File: config.mk
export PLATFORM = sky130hd
export DESIGN_NAME = fetch_ifid
export DESIGN_NICKNAME = d
export VERILOG_FILES = /design/src/rtl/fetch_ifid.sv
export SDC_FILE = /design/constraint.sdc
export NUM_CORES = 1
export LEC_CHECK = 0
export CAP_MARGIN = 10
export CORE_ASPECT_RATIO = 0.5
export CORE_MARGIN = 10
export CORE_UTILIZATION = 39
export DETAILED_ROUTE_END_ITERATION = 7
export SKIP_LAST_GASP = 1
export SLEW_MARGIN = 20
export SYNTH_ARGS = -nofsm -noshare
export SYNTH_HDL_FRONTEND = slang
export SYNTH_SLANG_ARGS = --single-unit
export TNS_END_PERCENT = 1
File: constraint.sdc
create_clock -name clk -period 7 [get_ports clk]
set_clock_uncertainty 0.15 [all_clocks]
set_input_delay 1.75 -clock clk [delete_from_list [all_inputs] [get_ports clk]]
set_output_delay 1.75 -clock clk [all_outputs]
set_load 0.02 [all_outputs]
File: src/rtl/fetch_ifid.sv
// LEGv8 instruction fetch stage plus IF/ID pipeline register.
// Keeps one instruction-memory request outstanding, absorbs decode stalls in a skid buffer, and redirects on flush.
module fetch_ifid #(
  parameter logic [63:0] RESET_PC = 64'h0
) (
  input  logic        clk,
  input  logic        reset,
  output logic        imem_req,
  output logic [63:0] imem_addr,
  input  logic        imem_ack,
  input  logic [31:0] imem_rdata,
  input  logic        stall,
  input  logic        flush,
  input  logic [63:0] branch_target,
  output logic        ifid_valid,
  output logic [31:0] ifid_instr,
  output logic [63:0] ifid_pc
);

  // REQ: request on addr_q. HOLD: skid full, waiting for decode.
  // DRAIN: a flushed request is still in flight and its reply must be dropped.
  typedef enum logic [1:0] {
    S_REQ   = 2'd0,
    S_HOLD  = 2'd1,
    S_DRAIN = 2'd2
  } state_e;

  state_e      state_q, state_d;
  logic [63:0] pc_q, pc_d;
  logic [63:0] addr_q, addr_d;
  logic [31:0] skid_instr_q, skid_instr_d;
  logic [63:0] skid_pc_q, skid_pc_d;
  logic        ifid_valid_q, ifid_valid_d;
  logic [31:0] ifid_instr_q, ifid_instr_d;
  logic [63:0] ifid_pc_q, ifid_pc_d;

  logic        accept;
  logic        ack;
  logic        load_ifid;
  logic [31:0] load_instr;
  logic [63:0] load_pc;
  logic [63:0] drain_pc;

  assign accept = !ifid_valid_q || !stall;
  // An ack is only meaningful while a request is actually being presented.
  assign ack    = imem_ack && (state_q != S_HOLD);

  // NOTE: sequential state uses non-blocking assignments so every flop samples
  // the pre-edge values, independent of statement order.
  always_ff @(posedge clk or negedge reset) begin
    if (!reset) begin
      state_q      <= S_REQ;
      pc_q         <= RESET_PC;
      addr_q       <= RESET_PC;
      skid_instr_q <= '0;
      skid_pc_q    <= '0;
      ifid_valid_q <= 1'b0;
      ifid_instr_q <= '0;
      ifid_pc_q    <= '0;
    end else begin
      state_q      <= state_d;
      pc_q         <= pc_d;
      addr_q       <= addr_d;
      skid_instr_q <= skid_instr_d;
      skid_pc_q    <= skid_pc_d;
      ifid_valid_q <= ifid_valid_d;
      ifid_instr_q <= ifid_instr_d;
      ifid_pc_q    <= ifid_pc_d;
    end
  end

  // NOTE: every combinational output is given a default before the case so no
  // path leaves it unassigned, which would otherwise infer a latch.
  always_comb begin
    state_d = state_q;
    unique case (state_q)
      S_REQ: begin
        if (flush && !ack)
          state_d = S_DRAIN;
        else if (ack && !flush && !accept)
          state_d = S_HOLD;
      end
      S_HOLD: begin
        if (flush || !stall)
          state_d = S_REQ;
      end
      S_DRAIN: begin
        if (ack)
          state_d = S_REQ;
      end
      default: state_d = S_REQ;
    endcase
  end

  always_comb begin
    pc_d         = pc_q;
    addr_d       = addr_q;
    skid_instr_d = skid_instr_q;
    skid_pc_d    = skid_pc_q;
    load_ifid    = 1'b0;
    load_instr   = '0;
    load_pc      = '0;
    drain_pc     = flush ? branch_target : pc_q;

    unique case (state_q)
      S_REQ: begin
        if (ack) begin
          if (flush) begin
            pc_d   = branch_target;
            addr_d = branch_target;
          end else if (accept) begin
            load_ifid  = 1'b1;
            load_instr = imem_rdata;
            load_pc    = addr_q;
            pc_d       = addr_q + 64'd4;
            addr_d     = addr_q + 64'd4;
          end else begin
            skid_instr_d = imem_rdata;
            skid_pc_d    = addr_q;
            pc_d         = addr_q + 64'd4;
          end
        end else if (flush) begin
          // Address stays on the bus until memory answers; only the redirect is remembered.
          pc_d = branch_target;
        end
      end
      S_HOLD: begin
        if (flush) begin
          pc_d         = branch_target;
          addr_d       = branch_target;
          skid_instr_d = '0;
          skid_pc_d    = '0;
        end else if (!stall) begin
          load_ifid  = 1'b1;
          load_instr = skid_instr_q;
          load_pc    = skid_pc_q;
          addr_d     = pc_q;
        end
      end
      S_DRAIN: begin
        // A newer flush while draining replaces the pending redirect target.
        pc_d = drain_pc;
        if (ack)
          addr_d = drain_pc;
      end
      default: begin
        pc_d   = RESET_PC;
        addr_d = RESET_PC;
      end
    endcase
  end

  always_comb begin
    ifid_valid_d = ifid_valid_q;
    ifid_instr_d = ifid_instr_q;
    ifid_pc_d    = ifid_pc_q;
    if (flush) begin
      ifid_valid_d = 1'b0;
      ifid_instr_d = '0;
    end else if (load_ifid) begin
      ifid_valid_d = 1'b1;
      ifid_instr_d = load_instr;
      ifid_pc_d    = load_pc;
    end else if (accept) begin
      ifid_valid_d = 1'b0;
    end
  end

  always_comb begin
    imem_req   = (state_q != S_HOLD);
    imem_addr  = addr_q;
    ifid_valid = ifid_valid_q;
    ifid_instr = ifid_instr_q;
    ifid_pc    = ifid_pc_q;
  end

endmodule

# Yosys cells after proc, flatten, opt, wreduce, memory -nomap -nowiden
# Cells that the tools add are included.
[word_totals]
regBits = 323
output_inout_bits = 162
elab_cells = 87
[classes]
addsub = 1
n_eq_ne = 12
mux = 45
bitwise = 1
reduce_logical = 20
[ops]
columns = ["op", "n"]
rows = [
  ["$mux 64", 16],
  ["$pmux 64 s2", 3],
  ["$mux 32", 9],
  ["$pmux 64 s3", 1],
  ["$pmux 32 s2", 2],
  ["$add 64x3->64 const B", 1],
  ["$ne 2x2->1 const B", 6],
  ["$ne 3x3->1 const B", 3],
  ["$mux 1", 8],
  ["$mux 2", 4],
  ["$pmux 2 s3", 1],
  ["$logic_not 1->1", 5],
  ["$reduce_and 5->1", 1],
  ["$logic_and 1x1->1", 4],
  ["$reduce_and 4->1", 1],
  ["$reduce_bool 2->1", 2],
  ["$reduce_and 3->1", 1],
  ["$reduce_bool 3->1", 1],
  ["$eq 2x1->1 const B", 1],
  ["$eq 2x2->1 const B", 1],
  ["$logic_not 2->1", 1],
  ["$logic_or 1x1->1", 2],
  ["$ne 2x1->1 const B", 1],
  ["$pmux 1 s2", 1],
  ["3 further kinds", 3],
]

# Longest topological paths before layout
[logic_depth]
ltp_word = 8
mapped_depth = 10
depth_no_buf = 8

# Least setup slack after synthesis
# OpenSTA, ideal clock, no wires.
[synth_path]
path_type = "input port to flip-flop"
start = "in flush"
end = "reg addr_q[49] (netlist: imem_addr[49])"
setup_time_ps = 136
arrival_time_ps = 3216
required_time_ps = 6714
path_slack_ps = 3498
path_stages = 7
path_buffers = 3
path_cell_list = "buf_2 clkbuf_1 buf_1 mux2i_1 nor3_1 a221oi_1 o21ai_0"
[synth_via]
elab_chain_cells = 3
word_cells_on_any_way = 9
cone_classes = "eq/ne (2); mux (6); reduce/logical (1)"
[synth_lines]
columns = ["item", "line", "source"]
rows = [
  ["start: declaration", "13", "input logic flush,"],
  ["$mux 64, on equally long branches", "-", ""],
  ["$mux 64, on equally long branches", "143, 107", ""],
  ["$pmux 64 s3", "105", "unique case (state_q)"],
  ["end signal: assignment", "63", "addr_q <= addr_d;"],
  ["end: declaration", "30", "logic [63:0] addr_q, addr_d;"],
]
# Parallel ways exist; a longest one is shown, timed or not. The select of a mux whose other input is x is not followed.
# A chain may end at the register's enable or synchronous reset.

# Worst setup path in the final report
[layout_path]
start = "in flush"
end = "reg addr_q[16] (netlist: imem_addr[16])"
# Same word-level chain as after synthesis.

==> results.tsv <==
metric	value	unit
number of global-route vias before repair	13425	
fmax	0.2280	GHz
list of most frequent post-synthesis cells	323 x dfrtp_1, 164 x nand2_1, 140 x o21ai_0, 112 x a22oi_1, 112 x clkbuf_1	
EDFF count, synth	0	
drt total wl	54000	microns
post-route ant nets	0	
DIE HEIGHT	162.4	microns
DR WL/cell	23.02	microns
htree depth	1	
vias	13744	
most frequent cell after synthesis	dfrtp_1	
crit-path cells	clkbuf_8, and3b_1, o21ai_0, and2_1, nand2_1, a2bb2oi_1, o31ai_1	
initial core utilization	39.32	%
number of synthesized register bits	323	
Worst Hold Depth	2	
Resize count post-CTS	0	
CTS Hold Buffers Added	0	
Placer Congestion	0.8152	
Leak	0.008197	uW
Inserted Clock Buffers	31	
drt initial violations	1411	
CTS max path bufs	3	
Req. time, crit path	7.33	ns
vias per inst	5.858	
grt ovf	0	
CP Launch Type	input pin	
Logic pwr share	38.8	%
Final Hold Fails	0	
worst hold start	ifid_pc[34]$_DFFE_PN0P_	
top cells by area, synth	dfrtp_1 51%, a22o_1 5.8%, a22oi_1 5.3%	
Reg-to-Reg Start	state_q[1]$_DFFE_PN0P_	
CTS tree	yes	
critical path class	input pin to register	
die area	49480	sq um
cells after synthesis	1607	
hold crit path type	register to register	
r2r setup slk	3.17	ns
root buf cell	clkbuf_16	
slowest library cell on the worst path	and2_1	
PnR Total Power	8416	uW
clock power share	22.1	%
Int Power	5064	uW
Core ar.	40210	sq um
post-synthesis cell area	15810	sq um
Max IR drop VDD	0.2257	mV
initial antenna violation count	4	
sequential power share	39.1	%
postcts setup bufs	0	
Yosys Warn Count	0	
Cell Pwr Density	420.6	nW/um^2
top-area cell type share of the netlist area	51.13	%
reg2reg end	pc_q[33]$_DFF_PN0_	
crit-path max cell delay	0.71	ns
fin crit share	62.64	%
RSZ-0062 raised after global routing	false	
Yosys cell types	58	
outcome	completed	
Hold Path End	ifid_pc[34]$_DFFE_PN0P_	
Final #Nets	1884	
CTS clk-pin slew, worst paths	0.07	ns
largest net degree at the start of global routing	157	
min Tclk post-route	4.385	ns
Mean Syn Cell Area	9.838	sq um
sw frac	39.83	%
Worst slew margin	25.68	%
maxcap violations	0	
Setup TNS	0	ns
post-detail-place hpwl	34420	microns
Die X	304.7	microns
CP Buf/Inv Count	1	
sequential-to-total area share from yosys stat	51.13	%
clk sink count	323	
FF-to-FF path depth	8	
CP Capture Type	register	
syn nets	1713	
crit-path leading delay family	simple AND/OR/NAND/NOR gates	
Remaining DRCs	0	
top_reg_cell synth	dfrtp_1	
Switch Pwr	3352	uW
Clock Latency Late Sink	0.59	ns
IO Count	263	
Layout area overhead	26.58	%
final setup violation count	0	
Worst Tran Pin Value	1.103	ns
first-pass GRT wire length	84860	microns
Tot GR Track Use	21.11	%
Pins Over Slew Limit	0	
# fillers	3738	
largest area contributor in the netlist	dfrtp_1	
CP arrival	4.71	ns
Crit Path Max Fanout	111	
row count	52	
Initial DRT Pass Iterations	5	
asr flop ratio synth	100.0	%
# port buffers	262	
layout cell share with drive strength beyond 1	6.049	%
==> flip-flops by register name, summed over array words and instances, names as in the netlist <==
signal / count
ifid_pc: 64
imem_addr: 64
pc_q: 64
skid_pc_q: 64
ifid_instr: 32
skid_instr_q: 32
state_q: 2
ifid_valid: 1
==> worst max path at each step <==
| stage | slack [ns] | cells past startpoint | from | to |
|---|---|---|---|---|
| after floorplan | 3.50 | 7 | flush | imem_addr[49]$_DFFE_PN0P_ |
| after global placement | 2.19 | 8 | imem_ack | pc_q[48]$_DFF_PN0_ |
| after detailed placement | 2.14 | 8 | imem_ack | pc_q[28]$_DFF_PN0_ |
| after CTS | 2.74 | 8 | imem_ack | pc_q[28]$_DFF_PN0_ |
| after global routing | 2.45 | 7 | flush | imem_addr[24]$_DFFE_PN0P_ |
| final | 2.61 | 7 | flush | imem_addr[16]$_DFFE_PN0P_ |
==> per-layer routing <==
layer | GRT usage [%] | wire (microns)
met5 | 0 | 0
met4 | 4.483 | 837
met1 | 28.85 | 24000
met3 | 3.716 | 3141
met2 | 34.77 | 26030
==> worst reg2reg max path: stages (launching register included) <==
cell and delay (ns):
dfrtp_1 0.41, inv_1 0.11, ha_1 0.66, nand4bb_1 0.77, nand2_1 0.91, buf_4 0.40, and3_1 0.20, a31oi_1 0.05
o21ai_0 0.10
==> cells by family (layout without fill, tap and decap cells) <==
| logic type | Yosys count | count (layout) | synth area share [%] |
|---|---|---|---|
| mux | 48 | 48 | 3.055 |
| buf+inv | 180 | 375 | 4.503 |
| simple gates | 426 | 426 | 12.88 |
| other cells | 0 | 4 | 0 |
| flops | 323 | 323 | 51.13 |
| xor+xnor | 59 | 59 | 3.269 |
| fa+ha+maj | 5 | 5 | 0.3957 |
| compound gates | 566 | 566 | 24.76 |
==> placed cells by master, fill, tap and decap left out, types with 12 or more instances in the layout <==
| cell type | Yosys | final |
|---|---|---|
| nand4_1 | 12 | 12 |
| nand3_1 | 66 | 66 |
| clkdlybuf4s50_1 | 0 | 260 |
| a22o_1 | 105 | 105 |
| mux2i_1 | 46 | 46 |
| nand2_1 | 164 | 163 |
| a21oi_1 | 63 | 62 |
| a22oi_1 | 112 | 112 |
| buf_4 | 0 | 17 |
| a221oi_1 | 33 | 33 |
| xor2_1 | 18 | 18 |
| xnor2_1 | 41 | 41 |
| clkbuf_16 | 0 | 31 |
| nor3_1 | 49 | 49 |
| inv_1 | 30 | 29 |
| o211ai_1 | 27 | 27 |
| nor2_1 | 73 | 70 |
| and3_1 | 19 | 19 |
| dfrtp_1 | 323 | 323 |
| o21ai_0 | 140 | 140 |
==> metrics by stage <==
stage | setup slack, ns | instances | utilization [%] | area [sq um] | hold WS, ns
finish | 2.615 | 2346 | 49.77 | 20010 | 0.3294
CTS | 2.743 | 2341 | 49.65 | 19960 | 0.3354
global placement | 2.187 | 2283 | 46.84 | 18830 | 0.3127
global route | 2.454 | 2345 | 49.76 | 20010 | 0.3553
detailed placement | 2.145 | 2284 | 46.91 | 18860 | 0.3202
floorplan | 3.498 | 1607 | - | 15810 | 0.3162
==> layout make-up <==
cell class	count	area [sq um]	share of cell area, %
multi-input combinational	1104	7106	35.51
sequential	323	8083	40.39
timing repair buffer	286	2914	14.56
antenna	4	10.01	0.05002
clock buffer	36	834.6	4.171
inverter	32	120.1	0.6003
clock inverter	21	267.8	1.338
tap	540	675.6	3.376
==> power groups by stage <==
stage	registers (uW)	logic [uW]	clock network [uW]
after global routing	3390	3540	1970
after detailed placement	3300	3270	0
after global placement	3290	3230	0
final	3290	3260	1860
after CTS	3280	3280	1900
after floorplan	3440	1630	0
Power figures use the tool's default switching activity.
